`src/rtl/rr_priority_encoder_n_if.sv`:
```
// rr_priority_encoder_n_if
// Bundles the request side and the code/valid/ready side of the round-robin
// encoder into one interface.
//   master : drives req, enabler, out_ready; observes valid, code, ack
//            (and overflow when ENC_OVERFLOW_EN is defined)
//   slave  : the encoder itself
// Optional macro: ENC_OVERFLOW_EN adds the sticky overflow signal.
interface rr_priority_encoder_n_if #(
  parameter int N = 3
);
  localparam int M = 1 << N;

  logic [M-1:0] req;        // 1 on bit i marks source i pending
  logic         enabler;    // 0 freezes new selections
  logic         out_ready;  // consumer accepts the code this cycle
  logic         valid;      // code is valid
  logic [N-1:0] code;       // index of the granted source
  logic [M-1:0] ack;        // one-hot of code on a transfer
`ifdef ENC_OVERFLOW_EN
  logic         overflow;   // sticky: an event merged into an unserved one

  modport master (output req, enabler, out_ready,
                  input  valid, code, ack, overflow);
  modport slave  (input  req, enabler, out_ready,
                  output valid, code, ack, overflow);
`else
  modport master (output req, enabler, out_ready,
                  input  valid, code, ack);
  modport slave  (input  req, enabler, out_ready,
                  output valid, code, ack);
`endif
endinterface

```
`src/rtl/rr_priority_encoder_n.sv`:
```
// rr_priority_encoder_n
// Collects 2**N request lines into sticky pending bits and hands out one
// binary source index per accepted transfer, round-robin from a pointer that
// advances past each served code. Output is a valid/ready register; ack is
// the one-hot of the code qualified by the transfer.
// Ports:
//   clk   : clock, all state updates on the rising edge
//   rst_n : synchronous active-low reset
//   bus   : rr_priority_encoder_n_if.slave (req, enabler, out_ready in;
//           valid, code, ack [, overflow] out)
// Optional macro: ENC_OVERFLOW_EN enables the sticky overflow flag.

// Per-source bookkeeping: pending update, candidate qualification and
// (optionally) merged-event detection for one request line.
module rr_priority_encoder_n_lane (
  input  logic pend_q,
  input  logic ack,
  input  logic req,
  output logic pend_d,
  output logic cand
`ifdef ENC_OVERFLOW_EN
  ,
  output logic merge
`endif
);
  // Candidate uses registered state only; a same-cycle req is not eligible.
  assign cand   = pend_q & ~ack;
  // A req on the bit being acked re-arms it as a fresh event.
  assign pend_d = cand | req;
`ifdef ENC_OVERFLOW_EN
  // New event landing on a source that is still waiting for service.
  assign merge  = req & cand;
`endif
endmodule

module rr_priority_encoder_n #(
  parameter int N = 3
) (
  input logic                   clk,
  input logic                   rst_n,
  rr_priority_encoder_n_if.slave bus
);
  localparam int M = 1 << N;

  logic [M-1:0] pending_q, pending_d;
  logic         valid_q, valid_d;
  logic [N-1:0] code_q, code_d;
  logic [N-1:0] ptr_q, ptr_d;

  logic         xfer;
  logic         load;
  logic [M-1:0] ack;
  logic [M-1:0] cand;
  logic [M-1:0] rot;
  logic [N-1:0] off;
  logic [N-1:0] winner;
  logic         found;

`ifdef ENC_OVERFLOW_EN
  logic [M-1:0] merge;
  logic         overflow_q, overflow_d;
`endif

  // Transfer and acknowledge come straight from the output register and
  // out_ready, so ack is valid in the same cycle as the handshake.
  always_comb begin
    xfer = valid_q & bus.out_ready;
    ack  = '0;
    if (xfer) ack[code_q] = 1'b1;
  end

  for (genvar i = 0; i < M; i++) begin : g_lane
    rr_priority_encoder_n_lane u_lane (
      .pend_q (pending_q[i]),
      .ack    (ack[i]),
      .req    (bus.req[i]),
      .pend_d (pending_d[i]),
      .cand   (cand[i])
`ifdef ENC_OVERFLOW_EN
      ,
      .merge  (merge[i])
`endif
    );
  end

  // Round-robin search: rotate candidates so ptr lands at bit 0, take the
  // lowest set bit, then add ptr back (N-bit add wraps modulo 2**N).
  always_comb begin
    rot = '0;
    for (int i = 0; i < M; i++) begin
      rot[i] = cand[ptr_q + N'(i)];
    end
    off = '0;
    for (int i = M - 1; i >= 0; i--) begin
      if (rot[i]) off = N'(i);
    end
    winner = ptr_q + off;
    found  = |cand;
  end

  // Output register: only reloads when empty or being drained this cycle,
  // so a held code stays stable until accepted regardless of enabler.
  always_comb begin
    load    = ~valid_q | xfer;
    valid_d = valid_q;
    code_d  = code_q;
    if (load) begin
      valid_d = 1'b0;
      if (bus.enabler && found) begin
        valid_d = 1'b1;
        code_d  = winner;
      end
    end
    ptr_d = xfer ? code_q + N'(1) : ptr_q;
  end

`ifdef ENC_OVERFLOW_EN
  always_comb begin
    overflow_d = overflow_q | (|merge);
  end
`endif

  always_ff @(posedge clk) begin
    if (!rst_n) begin
      pending_q <= '0;
      valid_q   <= 1'b0;
      code_q    <= '0;
      ptr_q     <= '0;
`ifdef ENC_OVERFLOW_EN
      overflow_q <= 1'b0;
`endif
    end else begin
      pending_q <= pending_d;
      valid_q   <= valid_d;
      code_q    <= code_d;
      ptr_q     <= ptr_d;
`ifdef ENC_OVERFLOW_EN
      overflow_q <= overflow_d;
`endif
    end
  end

  assign bus.valid = valid_q;
  assign bus.code  = code_q;
  assign bus.ack   = ack;
`ifdef ENC_OVERFLOW_EN
  assign bus.overflow = overflow_q;
`endif

endmodule
```
`src/flat_wrapper.sv`:
```
// flat-port wrapper written by rule: the top's interface ports become plain ports
module rr_priority_encoder_n_flat 
#(
  parameter int N = 3
)
  (clk, rst_n, bus_req, bus_enabler, bus_out_ready, bus_valid, bus_code, bus_ack);
  rr_priority_encoder_n_if #(.N(N)) bus_i ();
  input logic clk;
  input logic rst_n;
  input wire logic [$bits(bus_i.req)-1:0] bus_req;
  input wire logic [$bits(bus_i.enabler)-1:0] bus_enabler;
  input wire logic [$bits(bus_i.out_ready)-1:0] bus_out_ready;
  output wire logic [$bits(bus_i.valid)-1:0] bus_valid;
  output wire logic [$bits(bus_i.code)-1:0] bus_code;
  output wire logic [$bits(bus_i.ack)-1:0] bus_ack;
  assign bus_i.req = bus_req;
  assign bus_i.enabler = bus_enabler;
  assign bus_i.out_ready = bus_out_ready;
  assign bus_valid = bus_i.valid;
  assign bus_code = bus_i.code;
  assign bus_ack = bus_i.ack;
  rr_priority_encoder_n #(.N(N)) u_core (.clk(clk), .rst_n(rst_n), .bus(bus_i));
endmodule
```
`config.mk`:
```
export PLATFORM = sky130hd
export DESIGN_NAME = rr_priority_encoder_n_flat
export DESIGN_NICKNAME = d
export VERILOG_FILES = /design/src/rtl/rr_priority_encoder_n_if.sv /design/src/rtl/rr_priority_encoder_n.sv /design/src/flat_wrapper.sv
export SDC_FILE = /design/constraint.sdc
export NUM_CORES = 1
export LEC_CHECK = 0
export ABC_AREA = 0
export CAP_MARGIN = 20
export CORE_MARGIN = 2
export CORE_UTILIZATION = 50
export DETAILED_ROUTE_END_ITERATION = 7
export PLACE_DENSITY_LB_ADDON = 0.1
export SKIP_CTS_REPAIR_TIMING = 1
export SLEW_MARGIN = 20
export SYNTH_ARGS = -nofsm -noshare
export SYNTH_HDL_FRONTEND = slang
export SYNTH_HIERARCHICAL = 1
export SYNTH_SLANG_ARGS = --single-unit
```
`constraint.sdc`:
```
create_clock -name clk -period 5.1 [get_ports clk]
set_clock_uncertainty 0.05 [all_clocks]
set_input_delay 0.51 -clock clk [delete_from_list [all_inputs] [get_ports clk]]
set_output_delay 0.51 -clock clk [all_outputs]
set_load 0.02 [all_outputs]
```
==> results, run 1 <==
- The design draws between 0.3 and 0.4 mW.
- The maximum number of buffers from clock root to sink is 2.
- After clock tree synthesis, the clock-pin slew on the worst setup and hold paths is approximately 0.10 ns.
- The final weighted congestion in routability-driven placement is around 0.86.
- The first global-routing pass estimated around 5.4 mm of wire.
- The area of the die is about 3200 sq um.
- The capturing point of the worst reg2reg path is u_core/bus.code[2].
- The total routed wirelength is about 3.0 mm.
- The final number of setup-violating endpoints is 0.
- Dividing the detail-routed via count by the number of cells gives ~6.0.
- The length in cells of the worst reg-to-reg path is 16.
- In the layout the commonest cells are 23 x clkdlybuf4s50_1, 15 x dfxtp_1, 10 x nand2_1.
- Walking the worst path, the cells encountered are clkdlybuf4s50_1 -> and2_0 -> nand2_1 -> nor3_1 -> nor2b_4 -> mux4_2 -> mux2i_1 -> a21oi_1 -> o21ai_1 -> nand2_1 -> a221oi_1 -> ha_1 -> inv_1 -> fa_1 -> xor2_1 -> nor4b_1 -> nor3b_2.
- The slowest stage of the critical path is the clkdlybuf4s50_1 cell.
- Of the cells placed in the final design, the portion with a size suffix greater than 1 is approximately 15%.
- After detailed routing, the number of remaining DRC violations is 0.
- The final-layout setup total negative slack is 0 ns.
- The number of register bits inferred by synthesis is 15.
- The origin of the critical flop-to-flop path is u_core/bus.valid.
- The number of enable-type register cells in the synthesized netlist is 0.
- After layout, the minimum clock period comes to about 4.4 ns.
- The number of nets still failing antenna checks after routing is 0.
- The number of filler cells placed in the layout is roughly 240.
- The period utilization is approximately 87%.
- The hold-critical path depth is 2.
- The worst setup path is captured at a flip-flop.
- The leakage power of the design is about 0.63 nW.
- The CTS sink count is 15.
- For this design the ratio of total power to cell area is roughly 230 nW/um^2.
- After global routing the overflow that remains totals 0.
- The clock network latency to the later pin of the worst-skew pair is roughly 0.28 ns.
- Before antenna repair, the detailed router went through 4 iterations.
- Summing over every cut layer, the via total after detailed routing is about 1100.
- Counting distinct cell types in the post-synthesis netlist gives 43.
- For this configuration, the core starts out at a cell density of 51.5%.
- After floorplanning, the core was sized to cover between 2000 and 3000 sq um.
- The count of mapped cells out of synthesis is approximately 130.
- The critical path's most frequent cell is nand2_1.
- The worst-case IR drop observed on VDD is between 150 and 200 uV.
- The floorplan die width is about 57 um.
- The wire-length estimate of the detail-placed layout is 2.37 mm.
- Dividing the detail-routed wire length by the instance count gives approximately 17 um.
- The peak fanout along the critical path is 7.
- The commonest non-fill, non-tap cell in the layout is clkdlybuf4s50_1.
- The initialized floorplan defines 19 standard-cell rows.
- Of the synthesized area, sequential elements account for ~22%.
- The source of the worst hold timing path is u_core/bus.valid.
- The maximum number of pins on one net before global-route repair is 16.
- In this run the tool buffered the top-level ports with 23 buffer cells.
- The I/O pin count is 24.
- For the worst setup path, the data required time is 5.22 ns.
- The worst register-to-register path has a setup slack of 1.00 ns.
- The kind of path behind the tightest hold check is flip-flop to flip-flop.
- The transition time at the pin with the least slew margin is 0.581 ns.
- The longest individual stage delay on the worst path is 0.48 ns.
- The data arrival time of the critical path is around 4.6 ns.
- The root buffer cell is clkbuf_4.
- Among all flip-flop cells after synthesis, the most frequent one is dfxtp_1.
- The capture endpoint of the worst hold path is u_core/bus.valid.
- The antenna cell count is 0.
- Setup repair after global routing left no endpoint under its margin.
- The TritonCTS clock tree is done.
- The cell area after synthesis is around 1400 sq um.
- Global routing used 21.7% of the available tracks.
- The number of nets in the synthesized netlist is ~150.
- The number of antenna violations at the first check in global routing is 0.
- In this run the vertical extent of the chip is ~57 um.
- For this run, the number of Yosys warnings is 6.
- The worst setup path is launched from an input pin.
- Static timing analysis puts the maximum clock frequency at about 230 MHz.
- The area added between synthesis and finish is 17.8%.
- The final count of pins violating max slew is 0.
- The worst pin sits at a relative slew slack of 60.9%.
- The H-tree level count is 1.
- The number of global-route vias before repair is between 1000 and 1500.
- In the final design database the tool counted 170 nets.
- The first element of the critical path is bus_out_ready.
- The flow ran to the end, and the final reports show no timing, DRC or antenna violations.
- The worst setup path is of the input pin to flip-flop kind.
- For this block, the initial DRC count from the detailed router was 58.
- The total CTS buffers is 3.
- The max-cap check violation count is 0.
- The share of synthesized flip-flops with an asynchronous set or reset is 0%.
- Dividing the synthesized area by the synthesized cell count gives 10.6 sq um.
- The number of hold violations in the final report is 0.
## metrics by stage
step	hold slack [ns]	instance area [sq um]	util (%)	worst slack [ns]	std cells
after global routing	0.548	1640	60.7	0.299	183
after floorplan	0.540	1400	-	0.917	132
after global placement	0.473	1620	59.7	0.490	179
after detailed placement	0.485	1620	59.7	0.348	179
after CTS	0.505	1640	60.7	0.662	183
final	0.495	1640	60.7	0.666	183
## state kept, by name, summed over array words and instances (netlist names)
name              flops
u_core/bus.valid      1
u_core/bus.code       3
u_core/ptr_q          3
u_core/pending_q      8
## worst max-delay path: cells and delay by family
| family | cells | cell delay [ns] |
|---|---|---|
| AND/OR/NAND/NOR | 7 | 1.43 |
| multiplexers | 2 | 0.79 |
| adder cells (fa/ha/maj) | 2 | 0.58 |
| AO/OA/AOI/OAI | 3 | 0.55 |
| buffers and inverters | 2 | 0.53 |
| XOR/XNOR | 1 | 0.17 |
## worst max-delay path by stage
stage | endpoint | slack [ns]
2_1_floorplan | u_core/bus.code[2] | 0.92
3_5_place_dp | u_core/bus.code[2] | 0.35
5_1_grt | u_core/bus.code[2] | 0.30
6_report | u_core/bus.code[2] | 0.67
3_3_place_gp | u_core/bus.code[2] | 0.49
4_1_cts | u_core/bus.code[2] | 0.66
## logic make-up (layout without fill, tap and decap cells)
kind of cell / Yosys count / in the layout / share of synthesized area, %
flops: 15 / 15 / 21.5
fa+ha+maj: 5 / 5 / 5.02
simple gates: 61 / 61 / 30.0
mux: 21 / 21 / 28.2
xor+xnor: 5 / 5 / 3.14
buf+inv: 11 / 31 / 4.39
compound gates: 14 / 14 / 7.71
## routing by layer
metal	vias to the layer above	GRT usage (%)	part of all wire, %
met5	-	0	0
met4	0	8.97	0.83
met1	525	31.3	47
met2	38	33.1	48
met3	4	2.30	3.9
li1	527	-	-
## area by class of cell
cell class	instances	area [sq um]	area share, %
multi-input combinational	106	1030	62.9
sequential	15	300	18.3
timing repair buffer	23	230	14.0
tap	31	38.8	2.36
clock buffer	4	26.3	1.60
inverter	4	15.0	0.913
## power breakdown
group          switching (mW)  total [mW]  internal [mW]
Sequential             0.0153       0.142          0.127
Combinational          0.0729       0.158         0.0849
Clock                  0.0400      0.0703         0.0303
Total                   0.128       0.370          0.242
## cell usage after synthesis (2+ instances only)
| master | number | area (sq um) |
|---|---|---|
| nor3_1 | 4 | 20.0 |
| o21ai_0 | 2 | 10.0 |
| mux2i_1 | 7 | 70.1 |
| dfxtp_1 | 15 | 300 |
| or2_1 | 8 | 50.1 |
| buf_6 | 2 | 22.5 |
| or4_1 | 2 | 15.0 |
| nand2b_1 | 4 | 25.0 |
| a21boi_0 | 2 | 15.0 |
| xnor2_1 | 2 | 17.5 |
| xor2_1 | 3 | 26.3 |
| mux4_2 | 7 | 158 |
| nor2b_1 | 3 | 18.8 |
| o211a_1 | 3 | 30.0 |
| ha_1 | 4 | 50.1 |
| nor2b_4 | 8 | 110 |
| nor2_1 | 6 | 22.5 |
| inv_1 | 3 | 11.3 |
| clkbuf_1 | 3 | 11.3 |
| mux4_1 | 5 | 131 |
| nand2_1 | 10 | 37.5 |
| and2_1 | 8 | 50.1 |
No activity file was read; power rests on OpenSTA's default activity.
==> run 2: changes to the inputs <==
--- a/config.mk
+++ b/config.mk
@@ -12,7 +12,6 @@
 export DETAILED_ROUTE_END_ITERATION = 7
 export PLACE_DENSITY_LB_ADDON = 0.1
 export SKIP_CTS_REPAIR_TIMING = 1
-export SLEW_MARGIN = 20
 export SYNTH_ARGS = -nofsm -noshare
 export SYNTH_HDL_FRONTEND = slang
 export SYNTH_HIERARCHICAL = 1
==> results of run 2 <==
Final layout, timing and power as in run 1 (identical DEF).
